[src/rtl/llki_pkg.sv]
// Shared LLKI types: command opcodes, response status codes and key word width.
package llki_pkg;

    localparam int LLKI_KEY_W = 64;

    typedef enum logic {
        LLKI_LOAD_KEY  = 1'b0,
        LLKI_CLEAR_KEY = 1'b1
    } llki_op_e;

    typedef enum logic [1:0] {
        OK             = 2'd0,
        BAD_LEN        = 2'd1,
        TIMEOUT        = 2'd2,
        EARLY_COMPLETE = 2'd3
    } llki_status_e;

endpackage

[src/rtl/llki_timeout_ctr.sv]
// Progress watchdog: counts enabled cycles since the last clear and flags the final one.
module llki_timeout_ctr #(
    parameter int TIMEOUT_CYCLES = 1024
) (
    input  logic clk,
    input  logic reset,
    input  logic clr,
    input  logic en,
    output logic expire
);

    localparam int CNT_W = $clog2(TIMEOUT_CYCLES);
    localparam logic [CNT_W-1:0] LAST = CNT_W'(TIMEOUT_CYCLES - 1);

    logic [CNT_W-1:0] cnt;

    always_ff @(posedge clk) begin
        if (reset) begin
            cnt <= '0;
        end else if (clr) begin
            cnt <= '0;
        end else if (en) begin
            cnt <= cnt + CNT_W'(1);
        end
    end

    // Expiry is combinational so the owner can abort on the same edge.
    assign expire = en && (cnt == LAST);

endmodule

[src/rtl/llki_discrete_master.sv]
// LLKI discrete initiator: sequences load/clear commands onto the key_valid/key_ready
// and clear_key/clear_key_ack handshakes of one core's discrete slave.
module llki_discrete_master
    import llki_pkg::*;
#(
    parameter int MAX_WORDS      = 8,
    parameter int LEN_W          = 4,
    parameter int TIMEOUT_CYCLES = 1024
) (
    input  logic                  clk,
    input  logic                  reset,
    input  logic                  cmd_valid,
    output logic                  cmd_ready,
    input  logic                  cmd_op,
    input  logic [LEN_W-1:0]      cmd_len,
    input  logic                  wr_valid,
    input  logic [LLKI_KEY_W-1:0] wr_data,
    output logic                  wr_ready,
    output logic                  rsp_valid,
    output logic [1:0]            rsp_status,
    input  logic                  rsp_ready,
    output logic [LLKI_KEY_W-1:0] llkid_key_data,
    output logic                  llkid_key_valid,
    input  logic                  llkid_key_ready,
    input  logic                  llkid_key_complete,
    output logic                  llkid_clear_key,
    input  logic                  llkid_clear_key_ack,
    output logic                  busy
);

    typedef enum logic [2:0] {
        S_IDLE,
        S_LOAD,
        S_WAIT_CPL,
        S_CLEAR,
        S_WAIT_CLR_DROP,
        S_RESP
    } state_e;

    localparam logic [LEN_W:0] MAX_LEN = MAX_WORDS[LEN_W:0];

    state_e                  state, state_next;
    logic [LEN_W-1:0]        words_left, words_left_next;
    logic [LLKI_KEY_W-1:0]   key_data_q, key_data_next;
    logic                    key_valid_q, key_valid_next;
    logic                    clear_key_q, clear_key_next;
    llki_status_e            status_q, status_next;

    logic cmd_fire, wr_fire, key_xfer, last_xfer;
    logic tmo_clr, tmo_en, tmo_expire;

    function automatic logic len_is_bad(input logic [LEN_W-1:0] len);
        return (len == '0) || ({1'b0, len} > MAX_LEN);
    endfunction

    assign cmd_fire  = cmd_valid && cmd_ready;
    assign wr_fire   = wr_valid && wr_ready;
    assign key_xfer  = key_valid_q && llkid_key_ready;
    // words_left already counts down on acceptance, so zero here means the register holds the final word.
    assign last_xfer = key_xfer && (words_left == '0);

    // Starvation from upstream (no word held) must never count toward a timeout.
    assign tmo_en  = ((state == S_LOAD) && key_valid_q) || (state == S_WAIT_CPL) ||
                     (state == S_CLEAR) || (state == S_WAIT_CLR_DROP);
    assign tmo_clr = (state_next != state) || key_xfer;

    llki_timeout_ctr #(
        .TIMEOUT_CYCLES(TIMEOUT_CYCLES)
    ) u_timeout (
        .clk    (clk),
        .reset  (reset),
        .clr    (tmo_clr),
        .en     (tmo_en),
        .expire (tmo_expire)
    );

    always_ff @(posedge clk) begin
        if (reset) begin
            state <= S_IDLE;
        end else begin
            state <= state_next;
        end
    end

    always_comb begin
        state_next      = state;
        words_left_next = words_left;
        key_data_next   = key_data_q;
        key_valid_next  = key_valid_q;
        clear_key_next  = clear_key_q;
        status_next     = status_q;
        case (state)
            S_IDLE: begin
                if (cmd_fire) begin
                    if (llki_op_e'(cmd_op) == LLKI_CLEAR_KEY) begin
                        state_next     = S_CLEAR;
                        clear_key_next = 1'b1;
                    end else if (len_is_bad(cmd_len)) begin
                        state_next  = S_RESP;
                        status_next = BAD_LEN;
                    end else begin
                        state_next      = S_LOAD;
                        words_left_next = cmd_len;
                    end
                end
            end
            S_LOAD: begin
                if (wr_fire) begin
                    key_data_next   = wr_data;
                    key_valid_next  = 1'b1;
                    words_left_next = words_left - LEN_W'(1);
                end else if (key_xfer) begin
                    key_valid_next = 1'b0;
                end
                // A completion coincident with the final transfer is a normal finish, not an early one.
                if (last_xfer) begin
                    key_valid_next = 1'b0;
                    if (llkid_key_complete) begin
                        state_next  = S_RESP;
                        status_next = OK;
                    end else begin
                        state_next = S_WAIT_CPL;
                    end
                end else if (llkid_key_complete) begin
                    key_valid_next = 1'b0;
                    state_next     = S_RESP;
                    status_next    = EARLY_COMPLETE;
                end else if (tmo_expire && !key_xfer) begin
                    key_valid_next = 1'b0;
                    state_next     = S_RESP;
                    status_next    = TIMEOUT;
                end
            end
            S_WAIT_CPL: begin
                if (llkid_key_complete) begin
                    state_next  = S_RESP;
                    status_next = OK;
                end else if (tmo_expire) begin
                    state_next  = S_RESP;
                    status_next = TIMEOUT;
                end
            end
            S_CLEAR: begin
                if (llkid_clear_key_ack) begin
                    clear_key_next = 1'b0;
                    state_next     = S_WAIT_CLR_DROP;
                end else if (tmo_expire) begin
                    clear_key_next = 1'b0;
                    state_next     = S_RESP;
                    status_next    = TIMEOUT;
                end
            end
            S_WAIT_CLR_DROP: begin
                // Waiting for ack to fall keeps a lingering ack from satisfying the next clear.
                if (!llkid_clear_key_ack) begin
                    state_next  = S_RESP;
                    status_next = OK;
                end else if (tmo_expire) begin
                    state_next  = S_RESP;
                    status_next = TIMEOUT;
                end
            end
            S_RESP: begin
                if (rsp_ready) begin
                    state_next = S_IDLE;
                end
            end
            default: begin
                state_next = S_IDLE;
            end
        endcase
    end

    always_comb begin
        cmd_ready = 1'b0;
        wr_ready  = 1'b0;
        rsp_valid = 1'b0;
        busy      = 1'b1;
        case (state)
            S_IDLE: begin
                cmd_ready = !reset;
                busy      = 1'b0;
            end
            S_LOAD:  wr_ready  = (words_left != '0) && (!key_valid_q || llkid_key_ready);
            S_RESP:  rsp_valid = 1'b1;
            default: ;
        endcase
    end

    always_ff @(posedge clk) begin
        if (reset) begin
            words_left  <= '0;
            key_data_q  <= '0;
            key_valid_q <= 1'b0;
            clear_key_q <= 1'b0;
            status_q    <= OK;
        end else begin
            words_left  <= words_left_next;
            key_data_q  <= key_data_next;
            key_valid_q <= key_valid_next;
            clear_key_q <= clear_key_next;
            status_q    <= status_next;
        end
    end

    assign llkid_key_data  = key_data_q;
    assign llkid_key_valid = key_valid_q;
    assign llkid_clear_key = clear_key_q;
    assign rsp_status      = status_q;

endmodule
[config.mk]
export PLATFORM = sky130hd
export DESIGN_NAME = llki_discrete_master
export DESIGN_NICKNAME = d
export VERILOG_FILES = /design/src/rtl/llki_pkg.sv /design/src/rtl/llki_timeout_ctr.sv /design/src/rtl/llki_discrete_master.sv
export SDC_FILE = /design/constraint.sdc
export NUM_CORES = 1
export LEC_CHECK = 0
export CAP_MARGIN = 10
export CORE_UTILIZATION = 46
export DETAILED_ROUTE_END_ITERATION = 10
export GPL_TIMING_DRIVEN = 0
export PLACE_DENSITY = 0.88
export SYNTH_ARGS = -nofsm -noshare
export SYNTH_HDL_FRONTEND = slang
export SYNTH_SLANG_ARGS = --single-unit
[constraint.sdc]
create_clock -name clk -period 3.2 [get_ports clk]
set_clock_uncertainty 0.05 [all_clocks]
set_input_delay 0.48 -clock clk [delete_from_list [all_inputs] [get_ports clk]]
set_output_delay 0.48 -clock clk [all_outputs]
set_load 0.05 [all_outputs]
Word level (Yosys, flattened, before mapping) --
Cells that the tools add are included.
Cells by class: equal/unequal tests 17, magnitude comparators 1, add/subtract/negate cells 2, reductions and logical operators 31, multiplexer cells 44
Operator list (count):
- 3-bit 2-to-1 mux | 12
- 2-bit 2-to-1 mux | 11
- 3-bit one-hot mux with 6 select lines | 1
- 4-bit 2-to-1 mux | 4
- 2-bit != test (second input constant) | 7
- 1-bit 2-to-1 mux | 13
- 10-bit by 1-bit adder with 10-bit output (second input constant) | 1
- 10-bit equality test (second input constant) | 1
- 2-bit one-hot mux with 5 select lines | 1
- 5-bit nonzero test | 2
- 1-bit logical AND | 8
- 4-bit logical NOT | 2
- 4-bit one-hot mux with 2 select lines | 1
- 7-bit AND reduction | 1
- 3-bit by 2-bit equality test with 1-bit output (second input constant) | 2
- 3-bit equality test (second input constant) | 2
- 1-bit logical OR | 6
- 3-bit != test (second input constant) | 2
- 5-bit AND reduction | 1
- 4-bit greater-than comparator (second input constant) | 1
- 2-bit AND reduction | 2
- 4-bit AND reduction | 1
- 2-bit nonzero test | 2
- 4-bit nonzero test | 1
- 8 further kinds | 10
Storage, ports and cells: register bits after elaboration 85, input bits 77, output and inout port bits 72

Logic depth before layout (Yosys ltp) --
Gate-level depths: netlist of run 1.
word-level depth 14, mapped depth 9, depth with buffers taken out 8

Cells and area by module --
From an unflattened synthesis of run 1, not the netlist that was laid out.
Second synthesis, totals: cell total of the unflattened synthesis 455, area, all modules 3549.7 sq um
Modules (own cells, without submodules):
- llki_discrete_master | area an instance 3074.2 sq um, cells each 402, sequential area each 1501.4 sq um, instances 1
- llki_timeout_ctr | area an instance 475.5 sq um, cells each 53, sequential area each 200.2 sq um, instances 1

Worst setup path after synthesis of run 1 --
Ideal clock, no wire load.
path type register to register, start reg state[2], end reg key_data_q[26] (netlist: llkid_key_data[26]), required time 3018 ps, stages on the path, launching flop included 10, buffers on the path 4, setup time 132 ps, slack 240 ps, data arrival time 2778 ps, cell sequence dfxtp_1 -> buf_6 -> or3b_1 -> buf_2 -> nor3_1 -> nand2_1 -> clkbuf_1 -> clkbuf_1 -> nand2_1 -> a21oi_1
Between the ends: longest elaborated chain between the ends 4
Ends and longest elaborated chain:
- from (decl) | line llki_discrete_master.sv:42 | state_e state, state_next;
- from (signal assigned) | line llki_discrete_master.sv:81 | state <= state_next;
- 3-bit by 1-bit equality test with 1-bit output | line llki_discrete_master.sv:179 | case (state)
- 1-bit 2-to-1 mux | line llki_discrete_master.sv:179
- via wr_ready | line llki_discrete_master.sv:18 | output logic wr_ready,
- 1-bit logical AND | line llki_discrete_master.sv:57 | assign wr_fire = wr_valid && wr_ready;
- 2-bit AND reduction (no source line)
- to (signal assigned) | line llki_discrete_master.sv:199 | key_data_q <= key_data_next;
- to (decl) | line llki_discrete_master.sv:44 | logic [LLKI_KEY_W-1:0] key_data_q, key_data_next;
The timed path passes the listed nets, and every way through them passes these cells. A chain may end at the register's enable or synchronous reset.

Final worst setup path of run 1 --
start reg state[1], end out cmd_ready
Between the ends: longest elaborated chain between the ends 2
Ends and longest elaborated chain:
- 3-bit logical NOT | line llki_discrete_master.sv:179
- 1-bit 2-to-1 mux | line llki_discrete_master.sv:179
- to (decl) | line llki_discrete_master.sv:13 | output logic cmd_ready,
Every way passes these cells.

==> metrics, run 1 <==
status=completed; Pleak=0.00184 µW; Slew @ Worst Pin=0.600 ns; count of final max-slew check failures=0; asr flop ratio synth=0; most frequent cells in the layout=149 x nand2_1, 146 x clkdlybuf4s50_1, 85 x dfxtp_1; CP max FO=10; Num CTS Buffers=9; nets=698; antenna fix cells=0; Final WS setup=0.303 ns; number of vias per cell=5.28; largest net degree at the start of global routing=17; clk_lat worst skew=0.35 ns; first-pass GRT wire length=16.9 mm; final setup fails=0; core area=7690 µm²; Startpoint Class=flip-flop; Die ar.=8290 µm²; Crit. End Element=output port; Synth area leaders=dfxtp_1 47%, nand2_1 15%, a21oi_1 11%; Worst Hold Depth=2; CP Class=reg -> out; Port Buffer Count=147; Rel. slew slack=0.592; Initial Util=0.475; clock buffer depth=2; worst r2r path cells=7; PwrDens=463 nW/µm²; cell count after synthesis=461; register area share after synthesis=0.466; share of post-route cells with drive strength above 1=0.0721; minimum clock period=2.90 ns; Post-DRT Antenna Nets=0; syn avg cell area=7.91 µm²; total track usage=0.253; Yosys top cell by area=dfxtp_1; Netlist cell types=49; # Max-Cap Violations=0; Setup TNS=0 ns; H-tree level count=3; Vias=3830; Hold Crit Class=reg -> reg; Initial DRC Count=227; Die Span Y=91.1 µm; Die X=91.1 µm; site row count=32; initial antenna violation count=0; clock sinks=85; fmax=345 MHz; WP data arrival=2.37 ns; Fin. Hold Viols=0; DR pass1 iterations=5; Synth Flop Type=dfxtp_1; maximum VDD drop=254 µV; number of synthesized register bits=85; drt wl/cell=14.2 µm; DRT Wirelength=10.3 mm; Tcrit/Tclk final=0.905; total grt overflow=0; share of the synthesized area in the top cell type=0.466; Setup WS pre-CTS=0.241 ns; P&R area growth vs syn=49.1%; syn_nets=540; RSZ-0062 raised after global routing=false; CTS clk-pin slew, worst paths=0.09 ns; Post-Syn Area=3650 µm²; TritonCTS clock tree=yes; post-CTS setup buffer count=0; DRC=0; GP Congestion=0.895; CP required=2.67 ns; vias in the first global route=3687; Ports=149; DP HPWL=7.74 mm; Post-synth EDFFs=0; CTS Root Cell=clkbuf_8; Yosys Warn Count=0; most common cell after layout, fill and taps aside=nand2_1
-- metal layers --
metal / up-vias / routed length [µm] / GRT usage
met2: 159 / 4790 / 0.429
met5: - / 0 / 0
met4: 0 / 286 / 0.124
met3: 26 / 787 / 0.0553
met1: 1770 / 4440 / 0.301
li1: 1875 / - / -
-- worst max-delay path, stage by stage (launching register included) --
cell	delay [ns]
dfxtp_1	0.36
buf_2	0.21
nor3_2	0.41
inv_2	0.11
nor2_1	0.11
clkdlybuf4s50_1	0.81
-- timing repair --
item,4_1_cts,5_1_grt
gates resized for setup,0,1
hold buffers,0,0
setup endpoints to repair,0,1
-- registers in the layout, summed over array words and instances (netlist names) --
signal	count
u_timeout.cnt	10
rsp_status	2
llkid_clear_key	1
state	3
llkid_key_data	64
llkid_key_valid	1
words_left	4
-- path summary, 6_finish.rpt --
path | from | end | slack [ns]
setup reg to reg | state[1] | u_timeout.cnt[8] | 0.70
hold reg to reg | llkid_key_data[20] | llkid_key_data[20] | 0.41
hold / removal | llkid_key_data[20] | llkid_key_data[20] | 0.41
setup / recovery | state[1] | cmd_ready | 0.30
-- report_power, final --
part | internal (µW) | total, µW | switching, µW
Clock | 317 | 725 | 409
Combinational | 271 | 667 | 396
Sequential | 1100 | 1130 | 27.0
Total | 1690 | 2520 | 832
-- per-stage QoR --
stage          hold slack [ns]  utilization  cell area, µm²  total power [µW]  instances
3_3_place_gp             0.391        0.683            5250              1800        710
3_5_place_dp             0.398        0.683            5250              1810        710
6_report                 0.405        0.708            5440              2520        726
2_1_floorplan            0.395            -            3650              1560        461
4_1_cts                  0.408        0.708            5440              2540        726
5_1_grt                  0.427        0.708            5440              2630        726
-- Yosys cell counts, types with 2 or more instances --
cell and n:
a31oi_1 5, inv_1 3, o21ai_1 4, nor3_1 19, dfxtp_1 85, nor2b_1 6, xnor2_1 7, nand4_1 3
nand2_1 149, xor2_1 3, nand3_1 5, clkbuf_1 18, nand2b_1 11, nor2_1 11, buf_6 2, buf_2 9
ha_1 2, nor3b_2 2, nor4_1 2, a22oi_1 2, a2bb2oi_1 2, o21ai_0 5, a21oi_1 78, a221oi_2 2
a311oi_1 2
-- layout make-up --
cell class / instances / area (µm²)
tap: 102 / 128
inverter: 4 / 15.0
clock inverter: 6 / 53.8
timing repair buffer: 147 / 1470
sequential: 85 / 1700
fill: 614 / 2250
clock buffer: 10 / 138
buffer: 29 / 135
multi-input combinational: 343 / 1800
-- logic make-up (layout without fill, tap and decap cells) --
family,Yosys count,in the layout,share of synthesized area
buffers and inverters,33,196,0.0411
DFF,85,85,0.466
and+or+nand+nor,221,221,0.277
xor gates and xnor gates,10,10,0.0240
AOI/OAI and AO/OA,108,108,0.178
muxes,2,2,0.00652
adders and majority gates,2,2,0.00686
Note: power is estimated with default switching activity, not from simulation.
==> run 2: changes to the inputs <==
--- a/config.mk
+++ b/config.mk
@@ -5,7 +5,6 @@
 export SDC_FILE = /design/constraint.sdc
 export NUM_CORES = 1
 export LEC_CHECK = 0
-export CAP_MARGIN = 10
 export CORE_UTILIZATION = 46
 export DETAILED_ROUTE_END_ITERATION = 10
 export GPL_TIMING_DRIVEN = 0
==> results of run 2 <==
The final DEF is identical to that of run 1; final timing and power are the same.
==> run 3: changes to the inputs <==
--- a/config.mk
+++ b/config.mk
@@ -5,6 +5,7 @@
 export SDC_FILE = /design/constraint.sdc
 export NUM_CORES = 1
 export LEC_CHECK = 0
+export CORE_ASPECT_RATIO = 1.75
 export CORE_UTILIZATION = 46
 export DETAILED_ROUTE_END_ITERATION = 10
 export GPL_TIMING_DRIVEN = 0
==> metrics, run 3 (same netlist as run 1, synthesis figures left out) <==
largest net degree at the start of global routing=13 (was 17); status=completed (unchanged); post-CTS setup buffer count=0 (unchanged); GR met3 Demand/Resource=0.0395 (was 0.0553); Startpoint Class=flip-flop (unchanged); M2 GR Usage=0.498 (was 0.429); utilization after layout=0.726 (was 0.708); Vias=3789 (was 3830); Fin. Hold Viols=0 (unchanged); # Max-Cap Violations=0 (unchanged); CTS clk-pin slew, worst paths=0.05 ns (was 0.09 ns); Hold Crit Class=reg -> reg (unchanged); hold_buf cts=0 (unchanged); Initial DRC Count=156 (was 227); Die X=69.3 µm (was 91.1 µm); initial antenna violation count=0 (unchanged); CP required=2.67 ns (about the same); clock sinks=85 (unchanged); vias in the first global route=3805 (was 3687); Die Span Y=120 µm (was 91.1 µm); final setup fails=0 (unchanged); r2r startpoint=u_timeout.cnt[0] (was state[1]); DR pass1 iterations=5 (unchanged); minimum clock period=3.04 ns (was 2.90 ns); CTS Root Cell=clkbuf_16 (was clkbuf_8); TritonCTS clock tree=yes (unchanged); drt wl/cell=15.0 µm (was 14.2 µm); Port Buffer Count=147 (unchanged); WP data arrival=2.51 ns (was 2.37 ns); Die ar.=8310 µm² (was 8290 µm²); DRC=0 (unchanged); Post-DRT Antenna Nets=0 (unchanged); max reg flops=64 (unchanged); internal reg-to-reg setup slack=0.67 ns (was 0.70 ns); Ports=149 (unchanged); clk_lat worst skew=0.33 ns (was 0.35 ns); Initial Util=0.479 (was 0.475); Rel. slew slack=0.631 (was 0.592); RR Endpoint=rsp_status[1] (was u_timeout.cnt[8]); RSZ-0062 raised after global routing=false (unchanged); clock buffer depth=2 (unchanged); worst r2r path cells=7 (unchanged); Setup TNS=0 ns (unchanged); GP Congestion=0.935 (was 0.895); most frequent cells in the layout=149 x nand2_1, 147 x clkdlybuf4s50_1, 85 x dfxtp_1 (was 149 x nand2_1, 146 x clkdlybuf4s50_1, 85 x dfxtp_1); first-pass GRT wire length=17.4 mm (was 16.9 mm); share of post-route cells with drive strength above 1=0.0675 (was 0.0721); P&R area growth vs syn=51.6% (was 49.1%); Tcrit/Tclk final=0.948 (was 0.905); hold endpoint=llkid_key_data[57] (was llkid_key_data[20]); nets=698 (unchanged); number of vias per cell=5.34 (was 5.28); Crit. End Element=output port (unchanged); site row count=42 (was 32); hold_sp=llkid_key_data[57] (was llkid_key_data[20]); CP max FO=9 (was 10); GR peak layer=met2 (unchanged); maximum VDD drop=297 µV (was 254 µV); DP HPWL=8.30 mm (was 7.74 mm); H-tree level count=3 (unchanged); most common cell after layout, fill and taps aside=nand2_1 (unchanged); PwrDens=510 nW/µm² (was 463 nW/µm²); core area=7620 µm² (was 7690 µm²); Worst Hold Depth=2 (unchanged); Resized Gates After CTS=0 (unchanged); Pleak=0.00188 µW (was 0.00184 µW); fmax=329 MHz (was 345 MHz); CP Class=reg -> out (unchanged); DRT Wirelength=10.7 mm (was 10.3 mm); count of final max-slew check failures=0 (unchanged); total grt overflow=0 (unchanged); Num CTS Buffers=9 (unchanged); total track usage=0.260 (was 0.253); Slew @ Worst Pin=0.543 ns (was 0.600 ns); routing usage on met1=0.263 (was 0.301); antenna fix cells=0 (unchanged)
## run 3: cell types whose count changed in the layout (fill, tap and decap cells not counted), sizes merged
| cell | delta |
|---|---|
| clkinvlp | -1 |
| clkbuf | +3 |
| inv | -3 |
| clkdlybuf4s50 | +1 |
| clkinv | -2 |
| dlymetal6s2s | -1 |
| bufinv | +1 |
## run 3: through the flow
stage	hold slack (ns)	worst slack, ns	power (µW)	cells	instance area, µm²
5_1_grt	0.421	0.0992	2930	710	5530
6_report	0.402	0.165	2820	710	5530
4_1_cts	0.404	0.165	2840	710	5530
3_5_place_dp	0.396	0.256	1810	696	5230
2_1_floorplan	0.395	0.240	1560	461	3650
3_3_place_gp	0.392	0.235	1800	696	5230
## run 3: layer usage
layer,part of all wire,up-vias
met5,0,-
met4,0.044,0
met3,0.045,32
met2,0.55,141
met1,0.36,1747
li1,-,1869
## run 3: how the worst max path moves through the flow
stage | startpoint | depth (start not counted) | slack, ns | endpoint
finish | state[2] | 5 | 0.16 | wr_ready
CTS | state[2] | 5 | 0.16 | wr_ready
detailed placement | llkid_key_ready | 4 | 0.26 | wr_ready
floorplan | state[2] | 9 | 0.24 | llkid_key_data[26]
global route | state[2] | 5 | 0.1 | wr_ready
global placement | llkid_key_ready | 4 | 0.23 | wr_ready
## run 3: critical path, cell delays in order, from the launching register on
cell and delay (ns):
dfxtp_1 0.31, buf_6 0.13, or3b_1 0.34, buf_2 0.18, nor3_1 0.34, clkdlybuf4s50_1 0.88
## run 3: where the power goes
group / internal, µW / switching, µW
combinational: 271 / 392
clock: 659 / 368
sequential: 1100 / 26.9
total: 2030 / 787
## run 3: cell type report
| class | count | area, µm² |
|---|---|---|
| Timing Repair Buffer | 147 | 1470 |
| Multi-Input combinational cell | 343 | 1800 |
| Clock inverter | 1 | 30.0 |
| Tap cell | 88 | 110 |
| Buffer | 29 | 135 |
| Fill cell | 581 | 2090 |
| Inverter | 4 | 15.0 |
| Clock buffer | 13 | 270 |
| Sequential cell | 85 | 1700 |
